$ cat src/rtl/io_timer.sv
// Interval timer on the IO bus: prescaled 32-bit up-counter, compare match, W1C status, level interrupt.
// Latency: register writes take effect on the next clk edge; reads return data one cycle after the strobe.
// Backpressure: none. The bus is always accepted, and rdata passes rdata_in through whenever no read is pending.
module io_timer #(
    parameter logic [13:0] TMR_BASE = 14'h3F90
) (
    input  logic        clk,
    input  logic        rst_n,
    input  logic        dma_io_we,
    input  logic [15:2] dma_io_wadr,
    input  logic [31:0] dma_io_wdata,
    input  logic [15:2] dma_io_radr,
    input  logic        dma_io_radr_en,
    input  logic [31:0] dma_io_rdata_in,
    output logic [31:0] dma_io_rdata,
    output logic        interrupt_timer
);

    localparam logic [1:0] A_CTRL = 2'd0;
    localparam logic [1:0] A_CMP  = 2'd1;
    localparam logic [1:0] A_CNT  = 2'd2;
    localparam logic [1:0] A_STAT = 2'd3;

    logic        en, autoreload, ie, match;
    logic [7:0]  presc, pcnt;
    logic [31:0] cmp, cnt;
    logic        rd_sel;
    logic [1:0]  rd_idx;

    logic [13:0] wr_off, rd_off;
    logic        wr_hit, rd_hit;
    logic        wr_ctrl, wr_cmp, wr_cnt, wr_stat;
    logic        tick, cmp_hit;

    // An offset from the base that is below 4 selects one of the four words.
    assign wr_off  = dma_io_wadr - TMR_BASE;
    assign rd_off  = dma_io_radr - TMR_BASE;
    assign wr_hit  = dma_io_we && (wr_off[13:2] == 12'd0);
    assign rd_hit  = dma_io_radr_en && (rd_off[13:2] == 12'd0);
    assign wr_ctrl = wr_hit && (wr_off[1:0] == A_CTRL);
    assign wr_cmp  = wr_hit && (wr_off[1:0] == A_CMP);
    assign wr_cnt  = wr_hit && (wr_off[1:0] == A_CNT);
    assign wr_stat = wr_hit && (wr_off[1:0] == A_STAT);

    assign tick    = en && (pcnt == presc);
    assign cmp_hit = tick && (cnt == cmp);

    always_ff @(posedge clk or negedge rst_n) begin
        if (!rst_n) begin
            en         <= 1'b0;
            autoreload <= 1'b0;
            ie         <= 1'b0;
            presc      <= 8'd0;
            pcnt       <= 8'd0;
            cmp        <= 32'd0;
            cnt        <= 32'd0;
            match      <= 1'b0;
            rd_sel     <= 1'b0;
            rd_idx     <= 2'd0;
        end else begin
            // A CPU write to CTRL overrides the one-shot disable.
            if (wr_ctrl) begin
                en         <= dma_io_wdata[0];
                autoreload <= dma_io_wdata[1];
                ie         <= dma_io_wdata[2];
                presc      <= dma_io_wdata[15:8];
            end else if (cmp_hit && !autoreload) begin
                en <= 1'b0;
            end

            if (wr_ctrl || !en || tick)
                pcnt <= 8'd0;
            else
                pcnt <= pcnt + 8'd1;

            if (wr_cmp)
                cmp <= dma_io_wdata;

            // A CPU write to CNT overrides both increment and reload.
            if (wr_cnt)
                cnt <= dma_io_wdata;
            else if (cmp_hit) begin
                if (autoreload)
                    cnt <= 32'd0;
            end else if (tick)
                cnt <= cnt + 32'd1;

            // A hardware set beats a same-cycle W1C, so no match is lost.
            if (cmp_hit)
                match <= 1'b1;
            else if (wr_stat && dma_io_wdata[0])
                match <= 1'b0;

            rd_sel <= rd_hit;
            rd_idx <= rd_off[1:0];
        end
    end

    assign interrupt_timer = match & ie;

    always_comb begin
        dma_io_rdata = dma_io_rdata_in;
        if (rd_sel) begin
            case (rd_idx)
                A_CTRL:  dma_io_rdata = {16'd0, presc, 5'd0, ie, autoreload, en};
                A_CMP:   dma_io_rdata = cmp;
                A_CNT:   dma_io_rdata = cnt;
                default: dma_io_rdata = {31'd0, match};
            endcase
        end
    end

endmodule

$ cat config.mk
export PLATFORM = sky130hd
export DESIGN_NAME = io_timer
export DESIGN_NICKNAME = d
export VERILOG_FILES = /design/src/rtl/io_timer.sv
export SDC_FILE = /design/constraint.sdc
export NUM_CORES = 1
export LEC_CHECK = 0
export BUFFER_PORTS_ARGS = -buffer_cell sky130_fd_sc_hd__clkbuf_2
export CORE_ASPECT_RATIO = 0.5
export CORE_MARGIN = 2
export CORE_UTILIZATION = 55
export DETAILED_ROUTE_END_ITERATION = 10
export PLACE_DENSITY = 0.85
export SYNTH_ARGS = -nofsm -noshare
export SYNTH_HDL_FRONTEND = slang
export SYNTH_SLANG_ARGS = --single-unit
$ cat constraint.sdc
create_clock -name clk -period 2.9 [get_ports clk]
set_input_delay 0.58 -clock clk [delete_from_list [all_inputs] [get_ports clk]]
set_output_delay 0.58 -clock clk [all_outputs]
set_load 0.02 [all_outputs]
==> metrics.md, run 1 <==
| Metric | Value |
|---|---|
| Status | `completed` |
| Peak Freq | `approximately 400 MHz` |
| Total power | `roughly 0.0026 W` |
| RR Startpoint | `cnt[29]` |
| Int Power | `between 0.002 and 0.0025 W` |
| Critical Path AT | `approximately 2.7 ns` |
| Final worst path period share | `0.869` |
| Finished Cell Area | `slightly below 7000 µm²` |
| Via count | `5714` |
| Crit path kind | `primary input to flip-flop` |
| Chip height | `around 76 µm` |
| Placer Congestion | `between 0.9 and 1` |
| Cells after synthesis | `roughly 640` |
| Unrepaired setup endpoints after global routing | `false` |
| Area of the core | `~10000 µm²` |
| Worst-margin pin slew | `0.629 ns` |
| Total Die Area | `11200 µm²` |
| Worst-path cell chain | `clkbuf_2 -> or4b_4 -> or4_4 -> buf_4 -> or3_4 -> nand3_1 -> nor2_1` |
| Power share of the clock group | `0.443` |
| Sw Pwr | `0.000620 W` |
| CTS max path bufs | `2` |
| Vias in the first global route | `roughly 5400` |
| Largest cells by area after synthesis | `dfrtp_1 38%, mux2_2 6.7%, xor2_1 6.3%` |
| Worst reg2reg setup slack | `around 0.4 ns` |
| P_leak | `3.23 nW` |
| Pins Over Slew Limit | `0` |
| Initial DRC Count | `~550` |
| CTS Sinks | `a little under 90` |
| Drt total wl | `around 16000 µm` |
| Dominant synthesized flop cell | `dfrtp_1` |
| # IOs | `roughly 130` |
| Sequential fraction of the synthesis area | `0.383` |
| Placement Cell Area | `between 6000 and 7000 µm²` |
| PD cells | `approximately 390 nW/µm²` |
| Max cap viols | `0` |
| Crit path max fanout | `13` |
| Average wire per standard cell | `roughly 18 µm` |
| Share of layout cells above drive strength 1 | `0.294` |
| Initial antenna violation count | `0` |
| First-pass GRT wire length | `~26000 µm` |
| Yosys top cell area share | `0.383` |
| Layout area overhead | `19.7%` |
| Top post-synthesis cells by count | `87 x dfrtp_1, 80 x nor2_1, 45 x a21oi_1` |
| Setup TNS | `0 ns` |
| Worst Path Required | `~3.1 ns` |
| Total track usage | `0.304` |
| Pin count of the biggest net entering global routing | `55` |
| # resized after CTS | `0` |
| Syn. warnings | `0` |
| Std-Cell Rows | `26` |
| Num CTS Buffers | `9` |
| Crit. End Element | `flip-flop` |
| Vias/cell | `roughly 6.3` |
| Distinct cells, synth | `between 50 and 60` |
| Crit path time final | `roughly 2.5 ns` |
| Reg clk slew, reported paths | `0.06 ns` |
| Slowest CP cell | `or4b_4` |
| Cts hold-fix bufs | `0` |
| Post CTS Setup Buffer Count | `0` |
| Final non-filler cell total | `between 900 and 1000` |
| Logic pwr share | `0.090` |
| Area leader, netlist | `dfrtp_1` |
| Max stage delay on crit path | `between 0.5 and 0.6 ns` |
| Sw frac | `0.237` |
| DRC violations left | `0` |
| Worst Skew | `0.00833 ns` |
| CP bufs+invs | `2` |
| Reg2reg end | `cnt[2]` |
| Post-synth EDFFs | `0` |
| Worst min path class | `primary input to async pin` |
| Root Buffer | `clkbuf_16` |
| Synthesized Nets | `approximately 740` |
| Number of buffers added on ports | `128` |
| 1st-pass router iterations | `5` |
| # H-tree levels | `3` |
| Final hold violations | `0` |
| DRT antenna net count | `0` |
| Synthesized area per cell | `between 8 and 9 µm²` |
| Slew margin rel. | `0.579` |
| Placed cell count | `just under 900` |
| Total gr overflow | `0` |
| Seq pwr share | `0.466` |
| Starting Density | `0.561` |
| Final setup fails | `0` |
| N_diodes | `0` |
| Cell family with most CP delay | `simple AND/OR/NAND/NOR gates` |
| Worst setup path startpoint | `dma_io_wadr[5]` |
| Crit path to | `pcnt[6]` |
| Peak VDD IR | `a little under 300 µV` |
| Hpwl dp | `around 12000 µm` |
| Synth async-reset ratio | `1.00` |
| Synth Cell Area | `around 5700 µm²` |
| Cell with the most instances after synthesis | `dfrtp_1` |
| Clock network latency to the later pin of the worst-skew pair | `roughly 0.34 ns` |
| CP Depth | `7` |
| Startpoint Class | `primary input` |
| Synthesis-stage register bit count | `87` |
| Final nets | `approximately 860` |
| CTS tree | `yes` |
| FF-to-FF path depth | `6` |
| Die width | `148 µm` |
==> power groups by stage <==
stage	Combinational [W]	Sequential (W)	Clock [W]
after floorplan	0.0000945	0.00124	0
after global placement	0.000231	0.00124	0
after detailed placement	0.000237	0.00124	0
after CTS	0.000238	0.00122	0.00116
after global routing	0.000261	0.00122	0.00123
final	0.000237	0.00122	0.00116
==> flip-flops by register name, indices dropped and copies added, names as in the netlist <==
| signal | count |
|---|---|
| autoreload | 1 |
| cmp | 32 |
| cnt | 32 |
| en | 1 |
| ie | 1 |
| match | 1 |
| pcnt | 8 |
| presc | 8 |
| rd_idx | 2 |
| rd_sel | 1 |
==> final cells by class <==
class / instances / area [µm²]
fill: 806 / 3320
multi-input combinational: 489 / 3230
sequential: 87 / 2180
timing repair buffer: 155 / 871
clock buffer: 12 / 246
tap: 140 / 175
inverter: 15 / 56.3
clock inverter: 4 / 45.0
==> layout by cell type (no fill, tap or decap), types with 4 or more instances in the layout <==
master     instances
buf_4             26
mux2i_1           10
dfrtp_1           86
nand4_1           14
inv_1             15
clkbuf_16          9
o21ai_0           43
and3_1             5
mux2_2            34
a31oi_1           23
a32oi_1            6
o21a_1             7
nor4_1            22
nor2_1            80
a22oi_1           22
clkbuf_2         127
nand3_1           19
a21oi_1           45
o31ai_1            5
xor2_1            41
o211ai_1           6
xnor2_1            5
and4_1             4
and2_1             8
mux2_4             8
nand2_1           28
nor3_1            14
==> metal layers <==
metal / vias up / track usage / part of all wire
met3: 35 / 0.0772 / 0.10
met2: 320 / 0.503 / 0.46
met5: - / 0 / 0
met1: 2767 / 0.400 / 0.42
met4: 0 / 0.107 / 0.017
li1: 2592 / - / -
==> kinds of logic (layout without fill, tap and decap cells) <==
kind of cell / Yosys count / count (layout) / synth area share
mux: 53 / 53 / 0.110
flops: 87 / 87 / 0.383
simple gates: 214 / 214 / 0.191
fa+ha+maj: 2 / 2 / 0.00441
compound gates: 174 / 174 / 0.191
buf+inv: 67 / 186 / 0.0487
xor+xnor: 46 / 46 / 0.0710
==> per-stage QoR <==
stage	utilization	setup WS, ns	hold slack (ns)
after floorplan	-	0.324	0.284
after global placement	0.643	0.101	0.485
after detailed placement	0.643	0.0289	0.501
after CTS	0.672	0.389	0.206
after global routing	0.672	0.263	0.221
final	0.672	0.381	0.199
==> worst min-delay path by stage <==
stage,from,to,slack [ns]
after global routing,rst_n,cmp[31],0.22
after CTS,rst_n,cnt[25],0.21
final,rst_n,cmp[31],0.20
after global placement,pcnt[0],pcnt[0],0.49
after detailed placement,pcnt[0],pcnt[0],0.50
after floorplan,rst_n,autoreload,0.28
No activity file was read; power rests on OpenSTA's default activity.
==> run 2, diff against run 1 <==
--- a/config.mk
+++ b/config.mk
@@ -11,6 +11,7 @@
 export CORE_UTILIZATION = 55
 export DETAILED_ROUTE_END_ITERATION = 10
 export PLACE_DENSITY = 0.85
+export SLEW_MARGIN = 20
 export SYNTH_ARGS = -nofsm -noshare
 export SYNTH_HDL_FRONTEND = slang
 export SYNTH_SLANG_ARGS = --single-unit
==> constraint.sdc (replaced) <==
create_clock -name clk -period 2.9 [get_ports clk]
set_input_delay 0.58 -clock clk [delete_from_list [all_inputs] [get_ports clk]]
set_output_delay 0.58 -clock clk [all_outputs]
set_load 0.01 [all_outputs]
==> run 2 against run 1 <==
Effect of this change:
- first-iteration DRC count is 0.91% higher
- design area is 0.31% higher
- largest power group unchanged
- highest routed layer unchanged
- combinational power is 7% lower
- die area stayed put
- hold slack better by 0.049 ns
- critical path type is now flip-flop to flip-flop
- maximum frequency is 1.0% lower
- largest cell class unchanged
==> metrics.md, run 2 (synthesized netlist as in run 1, its figures left out) <==
| Metric | Value |
|---|---|
| Status | `completed` |
| Vias/cell | `6.17 (-2.5%)` |
| 1st-pass router iterations | `5 (unchanged)` |
| Commonest non-fill, non-tap cell in the layout | `clkbuf_2` |
| Die width | `148 µm (unchanged)` |
| Pins Over Slew Limit | `0 (unchanged)` |
| FF+latch area | `2180 µm² (unchanged)` |
| FF-to-FF path depth | `7 (+1)` |
| CTS max path bufs | `2 (unchanged)` |
| Slowest CP cell | `nor4_1` |
| Seq pwr share | `0.464 (-0.002)` |
| CTS tree | `yes` |
| Worst setup path startpoint | `cnt[29]` |
| Cts hold-fix bufs | `0 (unchanged)` |
| Largest registers | `cmp (32), cnt (32)` |
| Area of the core | `10100 µm² (unchanged)` |
| CTS Sinks | `87 (unchanged)` |
| N_diodes | `0 (unchanged)` |
| First-pass GRT wire length | `25600 µm (-3.0%)` |
| Max stage delay on crit path | `0.52 ns (about the same)` |
| Power share of the clock group | `0.452 (+0.009)` |
| RR Startpoint | `cnt[29]` |
| Chip height | `75.8 µm (unchanged)` |
| Num CTS Buffers | `9 (unchanged)` |
| Std-Cell Rows | `26 (unchanged)` |
| Initial DRC Count | `553 (+0.91%)` |
| Via count | `5581 (-2.3%)` |
| Layout fillers | `784 (-2.7%)` |
| Logic pwr share | `0.084 (-0.006)` |
| Critical Path AT | `2.79 ns (+0.05 ns)` |
| Starting Density | `0.561 (unchanged)` |
| Peak Freq | `393 MHz (-1.0%)` |
| Final setup fails | `0 (unchanged)` |
| Worst reg2reg setup slack | `0.35 ns (-0.05 ns)` |
| Worst Path Required | `3.14 ns (+0.02 ns)` |
| Final nets | `857 (+0.23%)` |
| Layout area overhead | `20.1%` |
| Total gr overflow | `0 (unchanged)` |
| Worst Skew | `0.00763 ns (-0.000700 ns)` |
| Final hold violations | `0 (unchanged)` |
| Post-layout util | `0.674 (+0.00210)` |
| PD cells | `386 nW/µm² (about the same)` |
| Total Die Area | `11200 µm² (unchanged)` |
| Place WS | `0.0682 ns (+0.0393 ns)` |
| P_leak | `3.24 nW (+0.16%)` |
| Crit path max fanout | `9 (-4)` |
| Slew margin rel. | `0.563 (-0.0164)` |
| Startpoint Class | `flip-flop` |
| Area of the multi-input gates | `3230 µm² (unchanged)` |
| Clock network latency to the later pin of the worst-skew pair | `0.36 ns (+0.02 ns)` |
| Worst-margin pin slew | `0.656 ns (+0.0269 ns)` |
| Peak VDD IR | `290 µV (-1.1%)` |
| Max cap viols | `0 (unchanged)` |
| Worst-path cell chain | `xor2_1 -> nor4_1 -> nand4_1 -> nor3_1 -> buf_4 -> nor2_1 -> a211oi_1` |
| Post CTS Setup Buffer Count | `0 (unchanged)` |
| Sw frac | `0.246 (+0.00963)` |
| Crit path kind | `flip-flop to flip-flop` |
| Pin count of the biggest net entering global routing | `49 (-11%)` |
| Hpwl dp | `11700 µm (-1.1%)` |
| DRT antenna net count | `0 (unchanged)` |
| # resized after CTS | `0 (unchanged)` |
| Initial antenna violation count | `0 (unchanged)` |
| Number of buffers added on ports | `128 (unchanged)` |
| Root Buffer | `clkbuf_16` |
| Int Power | `0.00198 W (-0.87%)` |
| Share of layout cells above drive strength 1 | `0.298 (+0.00447)` |
| Reg2reg end | `cnt[24]` |
| # IOs | `129 (unchanged)` |
| Worst min path class | `primary input to async pin` |
| Final worst slack | `0.355 ns (-0.0261 ns)` |
| Crit path time final | `2.55 ns (+0.0261 ns)` |
| DRC violations left | `0 (unchanged)` |
| Reg clk slew, reported paths | `0.07 ns (about the same)` |
| Most frequent cells in the layout | `127 x clkbuf_2, 86 x dfrtp_1, 80 x nor2_1` |
| Average wire per standard cell | `17.9 µm (-1.9%)` |
| Drt total wl | `16200 µm (-1.6%)` |
| Vias in the first global route | `5142 (-4.5%)` |
| Final worst path period share | `0.878 (+0.00899)` |
| Unrepaired setup endpoints after global routing | `false` |
| Placer Congestion | `0.967 (-0.43%)` |
| Total track usage | `0.295 (-0.00911)` |
| # H-tree levels | `3 (unchanged)` |
| Crit. End Element | `flip-flop` |
| Setup TNS | `0 ns (unchanged)` |
| Sw Pwr | `0.000648 W (+4.5%)` |
==> run 2: changes by cell type in the layout (fill, tap and decap cells not counted), sizes merged <==
cell | before | now
inv | 15 | 16
clkinvlp | 0 | 2
clkbuf | 139 | 136
buf | 28 | 30
==> run 2: layout make-up <==
cell class | instances | area share
multi-input cells | 489 | 0.473
flip-flops and latches | 87 | 0.319
repair buffers | 157 | 0.130
clock buffers | 9 | 0.0330
well taps | 140 | 0.0257
clock inverters | 7 | 0.0106
inverters | 15 | 0.00826
==> run 2: routing by layer <==
layer  vias up  share of wire  track usage
met3        29           0.11       0.0766
li1       2594              -            -
met1      2660           0.43        0.400
met4         0          0.019       0.0994
met2       298           0.45        0.472
met5         -              0            0
==> run 2: power groups by stage <==
stage               logic [W]  registers, W  clock network [W]
floorplan           0.0000765       0.00124                  0
global placement     0.000215       0.00124                  0
detailed placement   0.000220       0.00124                  0
CTS                  0.000221       0.00122            0.00118
global route         0.000245       0.00122            0.00123
finish               0.000221       0.00122            0.00119
==> run 2: how the worst max path moves through the flow <==
| stage | to | cells after the start |
|---|---|---|
| 3_3_place_gp | cnt[24] | 8 |
| 5_1_grt | en | 7 |
| 4_1_cts | cnt[24] | 8 |
| 2_1_floorplan | autoreload | 5 |
| 3_5_place_dp | cnt[24] | 8 |
| 6_report | cnt[24] | 7 |
==> run 2: worst max-delay path: cells and delay by family (launching register included) <==
family	cells	cell delay, ns
compound gates	1	0.29
xor+xnor	1	0.21
buf+inv	1	0.24
flops	1	0.44
simple gates	4	1.26
==> run 2: metrics by stage <==
step / instances / cell area [µm²] / hold WS (ns) / power [W]
after floorplan: 643 / 5680 / 0.284 / 0.00132
after global placement: 888 / 6520 / 0.491 / 0.00146
final: 904 / 6820 / 0.247 / 0.00263
after global routing: 904 / 6820 / 0.294 / 0.00270
after detailed placement: 888 / 6520 / 0.497 / 0.00146
after CTS: 904 / 6820 / 0.269 / 0.00263
